--- src/rtl/lcd_pkg.sv ---
// Shared definitions for the LCD bus responder: instruction opcodes, FSM state
// encoding, the space character, and the decode/index-step helpers.
package lcd_pkg;

    localparam logic [7:0] OP_CLEAR    = 8'h01;
    localparam logic [7:0] OP_HOME     = 8'h02;
    localparam logic [7:0] OP_ENTRY    = 8'h04;
    localparam logic [7:0] OP_DISPLAY  = 8'h08;
    localparam logic [7:0] OP_SHIFT    = 8'h10;
    localparam logic [7:0] OP_FUNCTION = 8'h20;
    localparam logic [7:0] OP_CGRAM    = 8'h40;
    localparam logic [7:0] OP_DDRAM    = 8'h80;

    localparam logic [7:0] SPACE_CHAR  = 8'h20;
    localparam int         BUF_DEPTH   = 32;

    typedef enum logic [1:0] {
        ST_IDLE  = 2'd0,
        ST_EXEC  = 2'd1,
        ST_CLEAR = 2'd2
    } state_e;

    typedef enum logic [3:0] {
        INS_NONE,
        INS_CLEAR,
        INS_HOME,
        INS_ENTRY,
        INS_DISPLAY,
        INS_SHIFT,
        INS_FUNCTION,
        INS_CGRAM,
        INS_DDRAM
    } instr_e;

    // Instructions are classified by their highest set bit, so a threshold
    // compare against each opcode is enough.
    function automatic instr_e decode_instr(input logic [7:0] op);
        if (op >= OP_DDRAM)         return INS_DDRAM;
        else if (op >= OP_CGRAM)    return INS_CGRAM;
        else if (op >= OP_FUNCTION) return INS_FUNCTION;
        else if (op >= OP_SHIFT)    return INS_SHIFT;
        else if (op >= OP_DISPLAY)  return INS_DISPLAY;
        else if (op >= OP_ENTRY)    return INS_ENTRY;
        else if (op >= OP_HOME)     return INS_HOME;
        else if (op == OP_CLEAR)    return INS_CLEAR;
        else                        return INS_NONE;
    endfunction

    // With the {line, column} index layout, plain 5-bit wrap-around gives the
    // 15->16, 31->0, 16->15 and 0->31 transitions directly.
    function automatic logic [4:0] step_idx(input logic [4:0] idx, input logic inc);
        return inc ? idx + 5'd1 : idx - 5'd1;
    endfunction

endpackage

--- src/rtl/lcd_bus_sync.sv ---
// Two-flop synchronizer for the asynchronous LCD bus plus a rising-edge strobe
// on the synchronized enable.
module lcd_bus_sync #(
    parameter int DATA_BITS = 8
) (
    input  logic                 clk,
    input  logic                 rst_n,
    input  logic                 enable,
    input  logic                 rs,
    input  logic                 rw,
    input  logic [DATA_BITS-1:0] data_in,
    output logic                 en_s,
    output logic                 rs_s,
    output logic                 rw_s,
    output logic [DATA_BITS-1:0] data_s,
    output logic                 en_rise
);

    localparam int W = DATA_BITS + 3;

    logic [W-1:0] meta_q, meta_d;
    logic [W-1:0] sync_q, sync_d;
    logic         en_prev_q, en_prev_d;

    always_comb begin
        meta_d    = {enable, rs, rw, data_in};
        sync_d    = meta_q;
        en_prev_d = sync_q[W-1];
    end

    // NOTE: registers use non-blocking assignments so every flop samples the
    // pre-edge value of its neighbour; blocking here would collapse the chain.
    always_ff @(posedge clk) begin
        if (!rst_n) begin
            meta_q    <= '0;
            sync_q    <= '0;
            en_prev_q <= 1'b0;
        end else begin
            meta_q    <= meta_d;
            sync_q    <= sync_d;
            en_prev_q <= en_prev_d;
        end
    end

    assign {en_s, rs_s, rw_s, data_s} = sync_q;
    assign en_rise = en_s & ~en_prev_q;

endmodule

--- src/rtl/lcd_bus_responder.sv ---
// HD44780-style LCD bus responder with a 32-byte character buffer.
// Define LCD_RESP_READBACK_EN to enable rw=1 reads (busy/address and data).
module lcd_bus_responder
    import lcd_pkg::*;
#(
    parameter int DATA_BITS   = 8,
    parameter int BUSY_CYCLES = 40
) (
    input  logic                 clk,
    input  logic                 rst_n,
    input  logic                 rs,
    input  logic                 rw,
    input  logic                 enable,
    input  logic [DATA_BITS-1:0] data_in,
    output logic [DATA_BITS-1:0] data_out,
    output logic                 data_oe,
    output logic                 busy,
    input  logic [4:0]           rd_idx,
    output logic [7:0]           rd_char,
    output logic                 display_on,
    output logic                 cursor_on,
    output logic                 entry_inc,
    output logic                 two_line,
    output logic                 frame_done
);

    localparam int               CNT_W    = (BUSY_CYCLES > 1) ? $clog2(BUSY_CYCLES) : 1;
    localparam logic [CNT_W-1:0] CNT_LOAD = CNT_W'(BUSY_CYCLES - 1);

    logic                 en_s, rs_s, rw_s, en_rise;
    logic [DATA_BITS-1:0] data_s;

    lcd_bus_sync #(.DATA_BITS(DATA_BITS)) u_sync (
        .clk     (clk),
        .rst_n   (rst_n),
        .enable  (enable),
        .rs      (rs),
        .rw      (rw),
        .data_in (data_in),
        .en_s    (en_s),
        .rs_s    (rs_s),
        .rw_s    (rw_s),
        .data_s  (data_s),
        .en_rise (en_rise)
    );

    state_e           state_q, state_d;
    logic [4:0]       idx_q, idx_d;
    logic [CNT_W-1:0] busy_cnt_q, busy_cnt_d;
    logic [4:0]       clr_cnt_q, clr_cnt_d;
    logic             display_on_q, display_on_d;
    logic             cursor_on_q, cursor_on_d;
    logic             entry_inc_q, entry_inc_d;
    logic             two_line_q, two_line_d;
    logic             frame_done_q, frame_done_d;
    instr_e           instr;

    logic [7:0]       char_buf_q [BUF_DEPTH];
    logic             buf_we;
    logic [4:0]       buf_waddr;
    logic [7:0]       buf_wdata;

`ifdef LCD_RESP_READBACK_EN
    logic             rd_active_q, rd_active_d;
    logic             rd_rs_q, rd_rs_d;
`endif

    // NOTE: every variable gets its hold value first, so no path through the
    // block leaves one unassigned and no latch is inferred.
    always_comb begin
        state_d      = state_q;
        idx_d        = idx_q;
        busy_cnt_d   = busy_cnt_q;
        clr_cnt_d    = clr_cnt_q;
        display_on_d = display_on_q;
        cursor_on_d  = cursor_on_q;
        entry_inc_d  = entry_inc_q;
        two_line_d   = two_line_q;
        frame_done_d = 1'b0;
        buf_we       = 1'b0;
        buf_waddr    = idx_q;
        buf_wdata    = data_s[7:0];
        instr        = decode_instr(data_s[7:0]);

        unique case (state_q)
            ST_IDLE: begin
                if (en_rise && !rw_s) begin
                    state_d    = ST_EXEC;
                    busy_cnt_d = CNT_LOAD;
                    if (rs_s) begin
                        buf_we       = 1'b1;
                        idx_d        = step_idx(idx_q, entry_inc_q);
                        frame_done_d = entry_inc_q && (idx_q == 5'd31);
                    end else begin
                        case (instr)
                            INS_CLEAR: begin
                                state_d   = ST_CLEAR;
                                clr_cnt_d = '0;
                            end
                            INS_HOME:     idx_d = '0;
                            INS_ENTRY:    entry_inc_d = data_s[1];
                            INS_DISPLAY: begin
                                display_on_d = data_s[2];
                                cursor_on_d  = data_s[1];
                            end
                            INS_FUNCTION: two_line_d = data_s[3];
                            INS_DDRAM:    idx_d = {data_s[6], data_s[3:0]};
                            default: ;
                        endcase
                    end
                end
            end
            ST_EXEC: begin
                if (busy_cnt_q == '0) state_d = ST_IDLE;
                else                  busy_cnt_d = busy_cnt_q - CNT_W'(1);
            end
            ST_CLEAR: begin
                buf_we    = 1'b1;
                buf_waddr = clr_cnt_q;
                buf_wdata = SPACE_CHAR;
                if (clr_cnt_q == 5'd31) begin
                    state_d     = ST_IDLE;
                    idx_d       = '0;
                    entry_inc_d = 1'b1;
                end else begin
                    clr_cnt_d = clr_cnt_q + 5'd1;
                end
            end
            default: state_d = ST_IDLE;
        endcase

`ifdef LCD_RESP_READBACK_EN
        rd_active_d = rd_active_q;
        rd_rs_d     = rd_rs_q;
        if (en_rise && rw_s) begin
            rd_active_d = 1'b1;
            rd_rs_d     = rs_s;
        end else if (rd_active_q && !en_s) begin
            // A data read advances the address once the initiator releases enable.
            rd_active_d = 1'b0;
            if (rd_rs_q && state_q != ST_CLEAR) idx_d = step_idx(idx_q, entry_inc_q);
        end
`endif

        // Reset aborts a clear mid-way and leaves the buffer as it stands.
        if (!rst_n) buf_we = 1'b0;
    end

    always_ff @(posedge clk) begin
        if (!rst_n) begin
            state_q      <= ST_IDLE;
            idx_q        <= '0;
            busy_cnt_q   <= '0;
            clr_cnt_q    <= '0;
            display_on_q <= 1'b0;
            cursor_on_q  <= 1'b0;
            entry_inc_q  <= 1'b1;
            two_line_q   <= 1'b0;
            frame_done_q <= 1'b0;
        end else begin
            state_q      <= state_d;
            idx_q        <= idx_d;
            busy_cnt_q   <= busy_cnt_d;
            clr_cnt_q    <= clr_cnt_d;
            display_on_q <= display_on_d;
            cursor_on_q  <= cursor_on_d;
            entry_inc_q  <= entry_inc_d;
            two_line_q   <= two_line_d;
            frame_done_q <= frame_done_d;
        end
    end

    // NOTE: the character buffer is deliberately left out of reset; filling it
    // is the CLEAR instruction's job, and a plain RAM maps better without it.
    always_ff @(posedge clk) begin
        if (buf_we) char_buf_q[buf_waddr] <= buf_wdata;
    end

    assign busy       = (state_q != ST_IDLE);
    assign rd_char    = char_buf_q[rd_idx];
    assign display_on = display_on_q;
    assign cursor_on  = cursor_on_q;
    assign entry_inc  = entry_inc_q;
    assign two_line   = two_line_q;
    assign frame_done = frame_done_q;

`ifdef LCD_RESP_READBACK_EN
    logic [6:0] ac;

    always_ff @(posedge clk) begin
        if (!rst_n) begin
            rd_active_q <= 1'b0;
            rd_rs_q     <= 1'b0;
        end else begin
            rd_active_q <= rd_active_d;
            rd_rs_q     <= rd_rs_d;
        end
    end

    assign ac       = {idx_q[4], 2'b00, idx_q[3:0]};
    assign data_oe  = rd_active_q;
    assign data_out = !rd_active_q ? '0 :
                      rd_rs_q      ? DATA_BITS'(char_buf_q[idx_q]) :
                                     DATA_BITS'({busy, ac});
`else
    logic unused_en_s;

    assign unused_en_s = en_s;
    assign data_oe     = 1'b0;
    assign data_out    = '0;
`endif

endmodule

--- config.mk ---
export PLATFORM = sky130hd
export DESIGN_NAME = lcd_bus_responder
export DESIGN_NICKNAME = d
export VERILOG_FILES = /design/src/rtl/lcd_pkg.sv /design/src/rtl/lcd_bus_sync.sv /design/src/rtl/lcd_bus_responder.sv
export SDC_FILE = /design/constraint.sdc
export NUM_CORES = 1
export LEC_CHECK = 0
export BUFFER_PORTS_ARGS = -buffer_cell sky130_fd_sc_hd__buf_2
export CORE_MARGIN = 2
export CORE_UTILIZATION = 60
export DETAILED_ROUTE_END_ITERATION = 12
export PLACE_DENSITY = 0.76
export SLEW_MARGIN = 25
export SYNTH_ARGS = -nofsm -noshare
export SYNTH_HDL_FRONTEND = slang
export SYNTH_SLANG_ARGS = --single-unit
export TNS_END_PERCENT = 10
--- constraint.sdc ---
create_clock -name clk -period 3.7 [get_ports clk]
set_clock_uncertainty 0.2 [all_clocks]
set_input_delay 0.74 -clock clk [delete_from_list [all_inputs] [get_ports clk]]
set_output_delay 0.74 -clock clk [all_outputs]
set_load 0.05 [all_outputs]
==> results of run 1 <==
-- layout make-up --
cell class              instances  area [sq um]
clock inverters                12          51.3
clock buffers                  41           853
well taps                     270           338
repair buffers                 77           566
inverters                      11          41.3
flip-flops and latches        302          8610
fillers                      1339          6250
multi-input cells             434          3460
-- layer usage --
layer,global-route usage [%],vias to the layer above,routed length (microns)
li1,-,3172,-
met1,33.7,3531,10500
met2,40.3,311,12700
met3,3.88,73,1900
met4,8.70,0,956
met5,0,-,0
-- flip-flops by register name, indices dropped and copies added (netlist names), 2 cells and up --
name / count
char_buf_q: 256
u_sync.meta_q: 11
u_sync.sync_q: 11
busy_cnt_q: 6
clr_cnt_q: 5
idx_q: 5
state_q: 2
-- cell families after synthesis --
family	Yosys count
AOI/OAI and AO/OA	106
xor gates and xnor gates	5
adders and majority gates	8
buffers and inverters	60
DFF	302
muxes	99
other	1
and+or+nand+nor	207
-- worst max path at each step --
stage / endpoint / slack, ns / depth (start not counted)
floorplan: rd_char[6] / 0.40 / 6
global placement: rd_char[4] / 0.19 / 7
detailed placement: rd_char[4] / 0.06 / 7
CTS: rd_char[4] / 0.05 / 7
global route: rd_char[7] / 0.03 / 8
finish: rd_char[7] / 0.14 / 8
-- repair_timing --
| item | 4_1_cts | 5_1_grt |
|---|---|---|
| hold buffers | 0 | 0 |
| resized for setup | 0 | 1 |
| setup endpoints to repair | 0 | 3 |
-- power groups by stage --
stage | clock network (mW) | registers [mW] | logic (mW)
after floorplan | 0 | 3.78 | 0.301
after global placement | 0 | 3.79 | 0.399
after detailed placement | 0 | 3.79 | 0.412
after CTS | 2.78 | 3.71 | 0.413
after global routing | 2.91 | 3.72 | 0.444
final | 2.76 | 3.72 | 0.414
-- cells in the final DEF (no fill, tap or decap), drive strengths merged, types with 8 or more instances in the layout --
cell     Yosys  final
a2111oi      8      8
a211oi       8      8
a21oi       20     20
a22o         8      8
a22oi       25     25
a31oi        8      8
and2        29     29
buf         34     77
clkbuf      15     41
clkinv       0      9
conb         1      9
dfxtp       46     46
edfxtp     256    256
inv         11     14
mux2i       67     67
mux4        32     32
nand2       43     43
nand3       20     20
nor2        52     52
nor2b       16     16
o21ai       11     11
-- per-stage QoR --
stage	cells	cell area [sq um]	hold slack [ns]	util (%)	total power [mW]
finish	1147	13900	0.214	69.0	6.89
global placement	1094	13000	0.216	64.5	4.18
CTS	1147	13900	0.196	69.0	6.91
detailed placement	1094	13000	0.219	64.5	4.20
global route	1147	13900	0.201	69.0	7.07
floorplan	796	12400	0.212	-	4.08
==> impl_results.md, run 1 <==
- Status: finished clean
- Synth cell count leaders: edfxtp_1 (256), mux2i_1 (67), nor2_1 (52)
- Initial Util: 61.1%
- IO buf count: 31
- Endpoints failing setup: 0
- Clock transition at path regs: 0.06 ns
- FP Rows: 52
- WHS Path Cells: 2
- Most common cell in the netlist: edfxtp_1
- Routed WL: 26000 microns
- Post-layout net count: 881
- Post-synth EDFFs: 256
- TritonCTS Buffers: 29
- HPWL after DPL: 17100 microns
- CP arrival: 2.62 ns
- Crit-path cells: buf_4, buf_12, buf_12, mux2i_1, a21oi_1, a31oi_1, nand3_1, buf_2
- Wire length per cell: 22.7 microns
- Cell mode on critical path: buf_12
- Worst slew margin: 49.2%
- Internal power: 5.43 mW
- Crit path time final: 3.56 ns
- Adder-Cell Fraction of Synth Area: 0.873%
- Synth Area in Compound Gates: 6.28%
- Initial DRC Count: 814
- Ys async rst share: 0%
- P_sw: 1.46 mW
- Htree depth: 1
- Hold Path Sink: u_sync.meta_q[4]
- Reg-to-reg endpoint: char_buf_q[19][7]
- Die area: 0.0217 sq mm
- FF+latch count, synth: 302
- MaxCap Viol Count: 0
- Power per Cell Area: 495 mW/mm^2
- Pre-CTS WS: 0.0576 ns
- Combinational Power Share: 6.0%
- Post-synthesis to final-layout area growth: 13.0%
- Ports: 41
- Area share of the largest cell type after synthesis: 62.4%
- Vias: 7087
- Vias in the first global route: 6947
- Area leader, netlist: edfxtp_1
- Hold Crit Class: input pin to register
- Multiplexer share of the synthesized area: 11.3%
- RSZ-0062 raised after global routing: false
- Yosys warns: 0
- CP startpoint: rd_idx[1]
- GRT Resource Usage Total: 24.5%
- Critical path capture point type: primary output
- Postcts setup bufs: 0
- Reg power frac: 53.9%
- P_leak: 4.88 nW
- GPL Wtd Cong: 0.969
- Clock Sinks: 302
- Clock Tree Buf Depth: 3
- Largest net degree at the start of global routing: 52
- Slowest stage delay, CP: 0.35 ns
- Hold Vio Cnt, Final: 0
- Mapped Cells: 788
- CP max stage cell: mux2i_1
- Share of cells above drive strength 1: 18.5%
- Die W: 147 microns
- Mean Syn Cell Area: 15.6 sq um
- Cell variety after synth: 62
- Root buffer cell: clkbuf_16
- ANT nets after route: 0
- Number of antenna diodes: 0
- Core Region: 0.0202 sq mm
- Part of the cycle the worst path needs: 96.3%
- Initial antenna violation count: 0
- F_max: 281 MHz
- Sequential fraction of the synthesis area: 69.9%
- Setup TNS: 0 ns
- Grt ovf: 0
- CP Class: input pin to primary output
- Worst skew pair latency: 0.53 ns
- Top post-synthesis cells by area: edfxtp_1 (62%), dfxtp_1 (7.5%), mux4_2 (5.8%)
- Cells on worst reg2reg path: 4
- Startpoint Class: input pin
- Final worst slack: 0.136 ns
- Synth Cell Area: 0.0123 sq mm
- Worst r2r src: state_q[0]
- Top FF cell, synth: edfxtp_1
- Worst Path Max Fanout: 32
- First-pass GRT wire length: 40200 microns
- Main combinational cell family by area after synthesis: multiplexers
- Synth Area in Simple Gates: 8.97%
- Sw frac: 21.2%
- Peak supply drop: 0.406 mV
- Worst Tran Pin Value: 0.760 ns
- Worst path top cell family by delay: buffers and inverters
- Clock share of power: 40.1%
- R2R setup slack: 0.57 ns
- Hold_sp: data_in[4]
- Slew Viols, Final: 0
- DRC viols: 0
- Worst path required time: 2.76 ns
- Via density: 6.18
- Worst path buffer plus inverter count: 4
- Chip height: 147 microns
- Iteration count of the initial detailed-routing pass: 5
- Post-Synth XOR/XNOR Area: 0.355%
- TritonCTS clock tree: built
Power figures use the tool's default switching activity.
==> run 2: changes to the inputs <==
PLACE_DENSITY = 0.87   (was 0.76)
==> run 2 against run 1 <==
Against the previous run: core utilization shrank 0.23 points; power grew 2.8%; critical path depth grew 1; final cell count shrank 0.87%; sequential power is essentially flat; maximum frequency shrank 1.3%; critical path type unchanged.
==> impl_results.md, run 2 (synthesis results as in run 1) <==
- Status: finished clean
- CP arrival: 2.67 ns (+0.05 ns)
- Worst path top cell family by delay: compound AO/OA/AOI/OAI gates
- Crit path time final: 3.61 ns (+0.0480 ns)
- Htree depth: 1 (unchanged)
- Top flop regs: char_buf_q (256), u_sync.meta_q (11), u_sync.sync_q (11)
- Fin area: 0.0139 sq mm (-0.33%)
- Worst skew pair latency: 0.55 ns (+0.02 ns)
- Initial DRC Count: 928 (+14%)
- Endpoints failing setup: 0 (unchanged)
- Commonest non-fill, non-tap cell in the layout: edfxtp_1
- GRT Resource Usage Total: 25.2% (+0.75 points)
- Filler Cells Inserted: 1242 (-7.2%)
- Worst slew margin: 41.9% (-7.3 points)
- Wire length per cell: 23.7 microns (+4.5%)
- HPWL after DPL: 16600 microns (-2.9%)
- Peak supply drop: 0.401 mV (-1.3%)
- Hold Vio Cnt, Final: 0 (unchanged)
- Critical path capture point type: primary output
- Worst Tran Pin Value: 0.868 ns (+0.109 ns)
- Part of the cycle the worst path needs: 97.6% (+1.3 points)
- TritonCTS Buffers: 29 (unchanged)
- Die W: 147 microns (unchanged)
- Max reg flops: 256 (unchanged)
- Slew Viols, Final: 0 (unchanged)
- Routed WL: 27000 microns (+3.6%)
- Startpoint Class: input pin
- Setup TNS: 0 ns (unchanged)
- Area after DPL: 0.0129 sq mm (-0.83%)
- Largest Register: char_buf_q
- Power per Cell Area: 511 mW/mm^2 (+3.2%)
- Ports: 41 (unchanged)
- Core Region: 0.0202 sq mm (unchanged)
- FP Rows: 52 (unchanged)
- CP max stage cell: a211oi_1
- Grt ovf: 0 (unchanged)
- Post-synthesis to final-layout area growth: 12.6%
- Chip height: 147 microns (unchanged)
- # hold bufs at CTS: 0 (unchanged)
- Root buffer cell: clkbuf_16
- Final worst slack: 0.0876 ns (-0.0480 ns)
- Worst Path Max Fanout: 8 (-75%)
- F_max: 277 MHz (-1.3%)
- Most frequent cells in the layout: edfxtp_1 (256), mux2i_1 (67), nor2_1 (50), dfxtp_1 (46), nand2_1 (43)
- Initial antenna violation count: 2 (+2)
- Via density: 6.29 (+1.9%)
- RSZ-0062 raised after global routing: false
- Post-layout net count: 870 (-1.2%)
- Vias in the first global route: 7131 (+2.6%)
- TritonCTS clock tree: built
- Pre-CTS WS: 0.0798 ns (+0.0222 ns)
- Clock Sinks: 302 (unchanged)
- Crit-path cells: buf_2, buf_4, nand2_1, a211oi_1, a2111oi_0, buf_4, a31oi_1, nand3_1, buf_2
- Clock Tree Buf Depth: 3 (unchanged)
- Clock transition at path regs: 0.06 ns (about the same)
- Number of antenna diodes: 0 (unchanged)
- IO buf count: 31 (unchanged)
- Worst hold margin: 0.198 ns (-0.0154 ns)
- Tot Pwr: 7.09 mW (+2.8%)
- Worst path required time: 2.76 ns (about the same)
- CP Class: input pin to primary output
- First-pass GRT wire length: 41100 microns (+2.4%)
- Hold Crit Class: input pin to register
- Share of cells above drive strength 1: 18.2% (-0.25 points)
- Vias: 7156 (+0.97%)
- MaxCap Viol Count: 0 (unchanged)
- Slowest stage delay, CP: 0.59 ns (+0.24 ns)
- GPL Wtd Cong: 0.860 (-11%)
- Worst path buffer plus inverter count: 4 (unchanged)
- Initial Util: 61.1% (unchanged)
- DRC viols: 0 (unchanged)
- ANT nets after route: 0 (unchanged)
- Iteration count of the initial detailed-routing pass: 6 (+1)
- P_leak: 4.84 nW (-0.77%)
- Largest net degree at the start of global routing: 52 (unchanged)
- Die area: 0.0217 sq mm (unchanged)
[run 2: where the power goes]
group | internal, mW | switching (mW) | leakage, nW
sequential | 3.69 | 0.0201 | 2.70
combinational | 0.144 | 0.269 | 1.66
clock | 1.75 | 1.21 | 0.483
[run 2: per-stage QoR]
step | cells | utilization [%]
after CTS | 1137 | 68.8
after global placement | 1083 | 64.0
after floorplan | 796 | -
final | 1137 | 68.8
after detailed placement | 1083 | 64.0
after global routing | 1137 | 68.8
[run 2: what timing repair did]
action	4_1_cts	5_1_grt
gates resized for setup	0	2
setup buffers	0	0
endpoints found under the setup margin	0	4
[run 2: worst paths after layout]
check,end,slack (ns),startpoint,cells past startpoint
max,rd_char[4],0.09,rd_idx[4],9
min,u_sync.meta_q[4],0.20,data_in[4],2
max reg2reg,char_buf_q[0][1],0.57,state_q[1],4
min reg2reg,u_sync.sync_q[1],0.23,u_sync.meta_q[1],1
[run 2: area by class of cell]
type	count	area, sq um	area share, %
inverter	11	41.3	0.298
clock buffer	35	768	5.54
clock inverter	19	194	1.40
tap	270	338	2.44
multi-input combinational	434	3460	25.0
sequential	302	8610	62.0
timing repair buffer	66	462	3.33
[run 2: layer usage]
layer | global-route usage, % | part of all wire (%)
met1 | 33.2 | 37
met2 | 41.8 | 50
met3 | 5.59 | 9.8
met4 | 9.28 | 4.0
met5 | 0 | 0.022
==> run 3: changes to the inputs <==
GPL_TIMING_DRIVEN = 0   (was default)
==> run 3 against run 2 <==
Against the previous run: via count is 1.6% higher; cell area is 0.14% higher; worst hold slack better by 0.010 ns; global-route usage is 0.25 points higher; critical path type unchanged; maximum frequency is 1.8% lower; non-clock buffer count is 12 higher; sequential cell count stayed put; die area stayed put; final cell count is 0.88% higher; sequential share of layout area is 0.084 points lower.
==> impl_results.md, run 3 (synthesis results as in run 1) <==
- Worst Tran Pin Value: 0.955 ns (+0.0864 ns)
- Max reg flops: 256 (unchanged)
- Worst path top cell family by delay: buffers and inverters
- Top flop regs: char_buf_q (256), u_sync.meta_q (11), u_sync.sync_q (11)
- Worst skew pair latency: 0.54 ns (about the same)
- FP Rows: 52 (unchanged)
- Initial antenna violation count: 0 (-2)
- Hold Vio Cnt, Final: 0 (unchanged)
- Sw frac: 21.4% (+0.26 points)
- HPWL after DPL: 16500 microns (-0.62%)
- TritonCTS Buffers: 28 (-3.4%)
- Worst hold margin: 0.208 ns (+0.0103 ns)
- Postcts setup bufs: 0 (unchanged)
- Worst path buffer plus inverter count: 4 (unchanged)
- Final worst slack: 0.0213 ns (-0.0663 ns)
- Number of antenna diodes: 0 (unchanged)
- Placed Cells: 1095 (+1.1%)
- Largest net degree at the start of global routing: 33 (-37%)
- Worst slew margin: 36.2% (-5.7 points)
- Vias: 7269 (+1.6%)
- Die W: 147 microns (unchanged)
- Cell mode on critical path: buf_2
- Filler Cells Inserted: 1271 (+2.3%)
- Peak supply drop: 0.367 mV (-8.4%)
- Clock share of power: 41.2% (-0.6 points)
- Root buffer cell: clkbuf_16
- CP Class: input pin to primary output
- P_leak: 4.81 nW (-0.58%)
- Worst Path Max Fanout: 10 (+2)
- F_max: 272 MHz (-1.8%)
- Pre-CTS WS: -0.179 ns (-0.259 ns)
- CP max stage cell: a2111oi_2
- Tot Pwr: 7.05 mW (-0.51%)
- GRT Resource Usage Total: 25.5% (+0.25 points)
- Critical path capture point type: primary output
- GPL Wtd Cong: 1.02 (+19%)
- Area occupied by multi-input gates: 0.00355 sq mm (+2.5%)
- Share of cells above drive strength 1: 18.8% (+0.59 points)
- Largest Register: char_buf_q
- Crit path time final: 3.68 ns (+0.0663 ns)
- Register area: 0.00861 sq mm (unchanged)
- Startpoint Class: input pin
- Part of the cycle the worst path needs: 99.4% (+1.8 points)
- Slowest stage delay, CP: 0.54 ns (-0.05 ns)
- TritonCTS clock tree: built
- DRC viols: 0 (unchanged)
- Setup TNS: 0 ns (unchanged)
- R2R setup slack: 0.67 ns (+0.10 ns)
- Slew Viols, Final: 0 (unchanged)
- ANT nets after route: 0 (unchanged)
- Initial Util: 61.1% (unchanged)
- Initial DRC Count: 1088 (+17%)
- Grt ovf: 0 (unchanged)
- Combinational Power Share: 6.2% (+0.4 points)
- Clock Sinks: 302 (unchanged)
- Via density: 6.34 (+0.69%)
- First-pass GRT wire length: 41700 microns (+1.4%)
- IO buf count: 28 (-9.7%)
- Core Region: 0.0202 sq mm (unchanged)
- Final Instance Count excl. Fillers: 1147 (+0.88%)
- Reg power frac: 52.6% (+0.2 points)
- Area after DPL: 0.0129 sq mm (-0.34%)
- Fin area: 0.0139 sq mm (+0.14%)
- CP arrival: 2.74 ns (+0.07 ns)
- Crit-path cells: clkbuf_1, buf_4, buf_2, a211oi_1, a2111oi_2, a31oi_1, nand3_1, buf_2
- Most frequent cells in the layout: edfxtp_1 (256), mux2i_1 (67), nor2_1 (50), dfxtp_1 (46), nand2_1 (42)
- Ports: 41 (unchanged)
- Endpoints failing setup: 0 (unchanged)
- Final core occ: 68.9% (+0.093 points)
- Status: finished clean
- Clock transition at path regs: 0.06 ns (about the same)
- Commonest non-fill, non-tap cell in the layout: edfxtp_1
- Htree depth: 1 (unchanged)
- Internal power: 5.54 mW (-0.84%)
- Chip height: 147 microns (unchanged)
- Hold Crit Class: input pin to register
- MaxCap Viol Count: 0 (unchanged)
- Wire length per cell: 23.7 microns (about the same)
- Die area: 0.0217 sq mm (unchanged)
- Vias in the first global route: 7256 (+1.8%)
- P_sw: 1.51 mW (+0.72%)
- Post-synthesis to final-layout area growth: 12.8%
- Clock Tree Buf Depth: 3 (unchanged)
- Iteration count of the initial detailed-routing pass: 7 (+1)
- Post-layout net count: 881 (+1.3%)
- Routed WL: 27200 microns (+0.92%)
- Worst path required time: 2.76 ns (about the same)
- Power per Cell Area: 508 mW/mm^2 (-0.65%)
-- run 3: final cells by class --
cell class / instances / area share (%)
sequential: 302 / 62.0
multi-input combinational: 434 / 25.5
clock buffer: 39 / 5.71
tap: 270 / 2.43
buffer: 49 / 1.95
timing repair buffer: 29 / 1.12
clock inverter: 13 / 0.982
inverter: 11 / 0.297
-- run 3: metal layers --
layer	global-route usage, %	part of all wire (%)
met1	33.2	36
met2	43.0	51
met3	4.75	9.4
met4	9.90	3.7
met5	0	0
-- run 3: final timing paths --
check	cells after the start	end	startpoint
worst max-delay path	8	rd_char[1]	rd_idx[1]
worst min-delay path	2	u_sync.meta_q[8]	rw
worst max register to register	6	char_buf_q[12][4]	state_q[0]
worst min register to register	1	u_sync.sync_q[9]	u_sync.meta_q[9]
-- run 3: power by group through the flow --
stage / clock (mW) / combinational, mW / sequential (mW)
floorplan: 0 / 0.301 / 3.78
global placement: 0 / 0.397 / 3.78
detailed placement: 0 / 0.413 / 3.78
CTS: 2.92 / 0.424 / 3.71
global route: 3.05 / 0.466 / 3.71
finish: 2.90 / 0.440 / 3.71
-- run 3: repair_timing --
action                                  4_1_cts  5_1_grt
pin swaps                                     0        1
endpoints found under the setup margin        8        8
resized for setup                            13       24
hold buffers                                  0        0
